==> config.mk <==
export PLATFORM = sky130hd
export DESIGN_NAME = param_stack
export DESIGN_NICKNAME = d
export VERILOG_FILES = /design/src/rtl/stack_pkg.sv /design/src/rtl/stack_regfile.sv /design/src/rtl/param_stack.sv
export SDC_FILE = /design/constraint.sdc
export NUM_CORES = 1
export LEC_CHECK = 0
export BUFFER_PORTS_ARGS = -buffer_cell sky130_fd_sc_hd__buf_2
export CAP_MARGIN = 20
export CORE_ASPECT_RATIO = 1.25
export CORE_MARGIN = 5
export CORE_UTILIZATION = 45
export DETAILED_ROUTE_END_ITERATION = 8
export SYNTH_ARGS = -nofsm -noshare
export SYNTH_HDL_FRONTEND = slang
export SYNTH_HIERARCHICAL = 1
export SYNTH_SLANG_ARGS = --single-unit
==> constraint.sdc <==
create_clock -name clk -period 3.32 [get_ports clk]
set_clock_uncertainty 0.15 [all_clocks]
set_input_delay 0.166 -clock clk [delete_from_list [all_inputs] [get_ports clk]]
set_output_delay 0.166 -clock clk [all_outputs]
set_load 0.02 [all_outputs]
==> src/rtl/stack_pkg.sv <==
// stack_pkg: shared op encoding and helpers for the parametrised LIFO stack.
package stack_pkg;
  localparam logic [1:0] OP_NONE = 2'b00;
  localparam logic [1:0] OP_PUSH = 2'b01;
  localparam logic [1:0] OP_POP  = 2'b10;
  localparam logic [1:0] OP_REPL = 2'b11;
  function automatic int clog2(input int v);
    int r;
    r = 0;
    while ((1 << r) < v) r++;
    return r;
  endfunction
endpackage

==> src/rtl/stack_regfile.sv <==
// stack_regfile: unreset register array, one sync write port and one async read port.
module stack_regfile #(
  parameter int DATA_W = 8,
  parameter int DEPTH  = 16,
  parameter int AW     = $clog2(DEPTH)
) (
  input  logic              clk,
  input  logic              we,
  input  logic [AW-1:0]     waddr,
  input  logic [DATA_W-1:0] wdata,
  input  logic [AW-1:0]     raddr,
  output logic [DATA_W-1:0] rdata
);
  logic [DATA_W-1:0] r_mem [DEPTH];
  always_ff @(posedge clk)
    if (we) r_mem[waddr] <= wdata;
  assign rdata = r_mem[raddr];
endmodule

==> src/rtl/param_stack.sv <==
// param_stack: parametrised LIFO with show-ahead top, replace-on-push+pop,
// sticky overflow/underflow and a high-water-mark monitor.
module param_stack
  import stack_pkg::*;
#(
  parameter int DATA_W = 8,
  parameter int DEPTH  = 16,
  parameter int CNT_W  = clog2(DEPTH + 1)
) (
  input  logic              clk,
  input  logic              Reset,
  input  logic              push,
  input  logic              pop,
  input  logic              clr_err,
  input  logic [DATA_W-1:0] din,
  output logic [DATA_W-1:0] dout,
  output logic [CNT_W-1:0]  count,
  output logic              empty,
  output logic              full,
  output logic              overflow,
  output logic              underflow,
  output logic [CNT_W-1:0]  high_water
);
  localparam int AW = clog2(DEPTH);
  localparam logic [CNT_W-1:0] MAX = CNT_W'(DEPTH);
  logic [CNT_W-1:0]  r_count, r_hw, w_next;
  logic              r_ovf, r_udf;
  logic [1:0]        w_op;
  logic              w_full, w_empty, w_we, w_inc, w_dec;
  logic [AW-1:0]     w_waddr, w_raddr;
  logic [DATA_W-1:0] w_rdata;
  assign w_op    = {pop, push};
  assign w_full  = r_count == MAX;
  assign w_empty = r_count == '0;
  assign w_inc   = (w_op == OP_PUSH && !w_full) || (w_op == OP_REPL && w_empty);
  assign w_dec   = w_op == OP_POP && !w_empty;
  assign w_we    = (w_op == OP_PUSH && !w_full) || w_op == OP_REPL;
  assign w_next  = w_inc ? r_count + 1'b1 : w_dec ? r_count - 1'b1 : r_count;
  // Replace on a non-empty stack overwrites the top; otherwise write the next free slot.
  assign w_waddr = AW'((w_op == OP_REPL && !w_empty) ? r_count - 1'b1 : r_count);
  assign w_raddr = AW'(r_count - 1'b1);
  stack_regfile #(.DATA_W(DATA_W), .DEPTH(DEPTH), .AW(AW)) u_mem (
    .clk   (clk),
    .we    (w_we),
    .waddr (w_waddr),
    .wdata (din),
    .raddr (w_raddr),
    .rdata (w_rdata)
  );
  always_ff @(posedge clk or posedge Reset)
    if (Reset) begin
      r_count <= '0;
      r_hw    <= '0;
      r_ovf   <= 1'b0;
      r_udf   <= 1'b0;
    end else begin
      r_count <= w_next;
      r_ovf   <= (w_op == OP_PUSH && w_full) || (r_ovf && !clr_err);
      r_udf   <= (w_op == OP_POP && w_empty) || (r_udf && !clr_err);
      r_hw    <= (clr_err || w_next > r_hw) ? w_next : r_hw;
    end
  assign dout       = w_empty ? '0 : w_rdata;
  assign count      = r_count;
  assign empty      = w_empty;
  assign full       = w_full;
  assign overflow   = r_ovf;
  assign underflow  = r_udf;
  assign high_water = r_hw;
endmodule

=== After elaboration in Yosys (flattened, before gate mapping) ===
Memories as Yosys holds them, arrays and structs flattened.
Index checks and enable logic that the tools add are counted.

* Logic and storage cells: 35
* Register bits: 12
* Bits in writable memories: 128
* Memories: 1

{| class="wikitable"
|+ Memories
! memory !! depth !! width !! rd ports !! clocked after memory_dff !! write ports !! line !! source
|-
| u_mem.r_mem || 16 || 8 || 1 || 0 || 1 || stack_regfile.sv:14 || <nowiki>logic [DATA_W-1:0] r_mem [DEPTH];</nowiki>
|}

* Reductions and logical operators: 17
* Add/subtract/negate cells: 2
* Muxes and demuxes: 6
* Order comparisons: 1
* Eq/ne operators: 4

{| class="wikitable"
|+ Operator list
! kind !! number
|-
| 2-to-1 mux 5 bit || 2
|-
| logical AND 1 bit || 8
|-
| 2-to-1 mux 8 bit || 1
|-
| adder 5 x 1 -> 5 bit, second input constant || 1
|-
| equality test 5 bit, second input constant || 1
|-
| greater-than comparator 5 bit || 1
|-
| zero test 5 bit || 1
|-
| logical OR 1 bit || 5
|-
| subtractor 5 x 1 -> 5 bit, second input constant || 1
|-
| equality test 2 bit, second input constant || 2
|-
| 2-to-1 mux 4 bit || 1
|-
| zero test 1 bit || 3
|-
| equality test 2 x 1 -> 1 bit, second input constant || 1
|-
| 2-to-1 mux 1 bit || 2
|}

=== Longest topological paths before layout ===
* Word-level depth: 7
* Depth in mapped cells: 12

=== Cells and area by module ===
Netlist, hierarchy kept.

{| class="wikitable"
|+ By module, submodules not included
! module !! instances !! sequential area each (um2) !! cells an instance !! area each (um2)
|-
| stack_regfile || 1 || 3843.7 || 221 || 4987.3
|-
| param_stack || 1 || 300.3 || 108 || 993.5
|}

=== Worst setup path before layout ===
No wires, ideal clock.

* Path kind: register -> register
* Start point: reg r_count[0] (netlist: count[0])
* End point: reg r_hw[0] (netlist: high_water[0])
* Stages on the path, launching flop included: 13
* Setup slack: -281 ps
* Data required time: 3045 ps
* Arrival time: 3327 ps
* Cell sequence: dfrtp_1 -> inv_1 -> ha_1 -> or4b_4 -> buf_6 -> clkinv_8 -> nor3_2 -> a311o_1 -> ha_1 -> nand4_1 -> or2_2 -> a21oi_1 -> mux2_2

* Elaborated cells between the ends (all ways): 14
* Those cells by class: 2 x add/sub; 1 x order compare; 1 x eq/ne; 2 x mux; 8 x reduce/logical

{| class="wikitable"
|+ RTL lines
! what !! line !! source
|-
| start, declared || param_stack.sv:26 || <nowiki>logic [CNT_W-1:0] r_count, r_hw, w_next;</nowiki>
|-
| start signal, assigned || param_stack.sv:57 || <nowiki>r_count <= w_next;</nowiki>
|-
| subtractor 5 x 1 -> 5 bit * || -- ||
|-
| via w_raddr[0] || param_stack.sv:30 || <nowiki>logic [AW-1:0] w_waddr, w_raddr;</nowiki>
|-
| 2-to-1 mux 5 bit * (2 in series) || param_stack.sv:38 || <nowiki>assign w_next = w_inc ? r_count + 1'b1 : w_dec ? r_count - 1'b1 : r_count;</nowiki>
|-
| greater-than comparator 5 bit || param_stack.sv:60 || <nowiki>r_hw <= (clr_err || w_next > r_hw) ? w_next : r_hw;</nowiki>
|-
| logical OR 1 bit || param_stack.sv:60 ||
|-
| end signal, assigned || param_stack.sv:60 ||
|-
| end, declared || param_stack.sv:26 ||
|}

Mark *: on every way through the listed nets, which the timed path passes. The rest lies on a longest branch.
A chain may end at the register's enable or synchronous reset.

=== Worst setup path after layout ===
* Start point: reg r_count[1] (netlist: count[1])
* End point: reg r_hw[4] (netlist: high_water[4])

* Longest elaborated chain between the ends: 7
* Elaborated cells between the ends (all ways): 14
* Those cells by class: 2 x add/sub; 1 x order compare; 1 x eq/ne; 2 x mux; 8 x reduce/logical

{| class="wikitable"
|+ RTL lines
! what !! line
|-
| branches (longest 4 deep; another with subtractor 5 x 1 -> 5 bit) || --
|-
| 2-to-1 mux 5 bit * || param_stack.sv:38
|-
| via w_next[1] || param_stack.sv:26
|-
| greater-than comparator 5 bit * || param_stack.sv:60
|-
| logical OR 1 bit * || param_stack.sv:60
|}

Mark *: on every way through the listed nets, which the timed path passes.

==> impl_metrics.tcl <==
set metrics [dict create \
    status "finished, final reports clean" \
    rsz0062_at_grt "false" \
    synth_warnings 6 \
    antenna_found_initial 0 \
    synth-edff-count 128 \
    placed_cells 552 \
    setup-tns-final_ns 0 \
    crit_chain "inv_1 > ha_4 > or3b_1 > a2111oi_1 > a211o_1 > ha_1 > nand4_1 > or2_4 > a21oi_4 > mux2_2" \
    syn_area_per_cell_um2 18.2 \
    worst_setup_path_end_kind "register" \
    holdCritPathClass "in -> reg" \
    syn2layout_area_growth_pct 21.8 \
    drc_errors 0 \
    vias_per_cell 5.61 \
    die_w_um 113 \
    cts_buffer_depth 2 \
    first_pass_iters 5 \
    clk_latency_ns 0.41 \
    cp_max_fo 7 \
    async_reset_ff_share_pct 8.57 \
    grt_pass1_wl_um 20100 \
    nNetsFinal 430 \
    start_util_pct 45.4 \
    worstSetupPathType "reg -> reg" \
    grt_start_max_net_pins 35 \
    grt_usage_pct 17.3 \
    fill_cells 1048 \
    drt_wl_total_um 13100 \
    ant_nets 0 \
    ir_drop_v 0.000665 \
    final_core_util_pct 55.3 \
    die_y_um 139 \
    cpPeakStageDelay_ns 0.54 \
    period_share_pct 96.2 \
    place_hpwl_um 8540 \
    layoutNonFillerInstCount 594 \
    core_um2 13200 \
    synth_ff_type "edfxtp_1" \
    synthesis.area_um2 5980 \
    yosys_register_bits 140 \
    gp_congestion 0.884 \
    drt-initial-drc-count 306 \
    slew_headroom_pct 42.2 \
    rr_worst_depth 10 \
    arrival_ns 3.34 \
    path_buf_inv 1 \
    place_ws_ns 0.0409 \
    syn_inst 329 \
    setup_viol 0 \
    clock-sinks 140 \
    cts_tree "done" \
    port_buffers 34 \
    syn_nets 349 \
    cp.required_ns 3.46 \
    worstHoldStart "din[0]" \
    ios 35 \
    hold_depth 1 \
    routedWlPerCell_um 22.0 \
    cts_inserted_buffers 17 \
    worst_r2r_startpoint "count[1]" \
    worstReg2RegEnd "high_water[4]" \
    min_period_ns 3.19 \
    cts-root-buf "clkbuf_16" \
    grt_pass1_vias 3511 \
    r2r_slack_ns 0.13 \
    cts_htree_levels 4 \
    drive_gt1_share_pct 33.3 \
    maxCapViolations 0 \
    start_kind "register" \
    cp_slowest_cell "a2111oi_1" \
    hold_viol 0 \
    worstMarginPinSlew_ns 0.858 \
    p_leak_uw 0.00263 \
    max_freq_mhz 313 \
    path_delay_family "compound AO/OA/AOI/OAI gates" \
    top_layer "met4" \
    wl_met2_um 6830 \
    yosysUniqueCellTypes 52 \
    ys_seq_area_share_pct 69.3 \
    holdPathEnd "u_mem/r_mem[1][0]" \
    maxSlewViolCount 0 \
    setup_slack_ns 0.126 \
    diodes 0 \
    wl_met3_um 570 \
    dieArea_um2 15700 \
    grt-ovfl-total 0 \
    clk_pin_slew_worst_paths_ns 0.06 \
    m1WireLength_um 5500 \
    power.density_nw_per_um2 1010 \
    num_rows 47 \
    vias 3330 \
]
-- registers in the layout (all words and copies together) (netlist names) --
register     flops
high_water       5
u_mem/r_mem    128
underflow        1
count            5
overflow         1
-- cell type report --
| cell class | count | area [um2] | share of cell area (%) |
|---|---|---|---|
| Timing Repair Buffer | 78 | 529 | 7.26 |
| Tap cell | 171 | 214 | 2.94 |
| Clock buffer | 18 | 429 | 5.89 |
| Multi-Input combinational cell | 155 | 1690 | 23.2 |
| Clock inverter | 14 | 194 | 2.66 |
| Sequential cell | 140 | 4150 | 56.9 |
| Inverter | 18 | 80.1 | 1.10 |
-- what timing repair did --
action,4_1_cts,5_1_grt
buffers inserted,0,0
hold endpoints to repair,127,0
gates resized for setup,0,6
endpoints found under the setup margin,0,9
hold buffers,10,0
-- Yosys cell counts (2+ instances only) --
library cell | count | share of area (%)
ha_1 | 7 | 1.5
nor3_1 | 7 | 0.59
mux4_2 | 18 | 6.8
clkdlybuf4s25_2 | 3 | 0.50
xnor2_1 | 2 | 0.29
mux2_2 | 5 | 0.94
nor2_1 | 15 | 0.94
edfxtp_1 | 128 | 64
a211oi_1 | 2 | 0.25
nand3_1 | 4 | 0.33
a211o_1 | 3 | 0.44
nor2b_1 | 2 | 0.21
buf_2 | 3 | 0.25
a21oi_1 | 5 | 0.42
a22oi_1 | 16 | 2.0
nand3b_1 | 4 | 0.50
nand2b_1 | 3 | 0.31
nand2_1 | 10 | 0.63
a2111oi_0 | 2 | 0.29
and2_1 | 9 | 0.94
xor2_1 | 2 | 0.29
nand4_1 | 2 | 0.21
dfrtp_1 | 12 | 5.0
o21ai_0 | 2 | 0.17
buf_6 | 6 | 1.1
inv_1 | 16 | 1.0
clkbuf_1 | 3 | 0.19
mux4_1 | 14 | 6.2
-- cells in the final DEF, fill, tap and decap left out, types with 14 or more instances in the layout --
cell	instances
a22oi_1	16
buf_2	34
buf_4	33
clkbuf_16	17
edfxtp_1	128
inv_1	15
mux4_1	14
mux4_2	18
nor2_1	14
-- worst max path at each step --
stage | start | to | slack, ns | cells past startpoint
after floorplan | count[0] | high_water[0] | 0.03 | 12
after global placement | count[1] | high_water[2] | 0.13 | 11
after detailed placement | count[1] | high_water[4] | 0.04 | 10
after CTS | count[1] | high_water[4] | 0.03 | 10
after global routing | count[1] | high_water[0] | 0.02 | 10
final | count[1] | high_water[4] | 0.13 | 10
-- worst register-to-register path, delay by kind of cell, from the launching register on --
family | cells | cell delay [ns]
flip-flops | 1 | 0.40
multiplexers | 1 | 0.36
AND/OR/NAND/NOR | 3 | 0.78
adder cells (fa/ha/maj) | 2 | 0.32
AO/OA/AOI/OAI | 3 | 0.98
buffers and inverters | 1 | 0.10
-- per-stage QoR --
stage / area, um2 / hold WS [ns] / total power [uW]
CTS: 7260 / 0.00603 / 7420
floorplan: 6030 / -0.119 / 4470
global route: 7290 / 0.0132 / 7770
global placement: 6530 / 0.0491 / 5400
finish: 7290 / 0.0125 / 7370
detailed placement: 6530 / 0.0649 / 5430
-- logic make-up after synthesis --
family	share of synthesized area (%)
xor gates and xnor gates	0.586
DFF	69.3
muxes	13.9
and+or+nand+nor	6.28
AOI/OAI and AO/OA	4.98
adders and majority gates	1.46
buffers and inverters	3.54
-- metal layers --
metal  global-route usage (%)  vias to the layer above
li1                         -                     1502
met1                     22.2                     1712
met2                     29.0                      100
met3                     3.58                       16
met4                     6.33                        0
met5                        0                        -
-- report_power, final --
part	internal, uW	total, uW	switching (uW)
clock network	1260	1980	716
registers	2170	2240	73.1
logic	1320	3160	1840
total	4750	7370	2630
(Power assumes the default switching activity.)
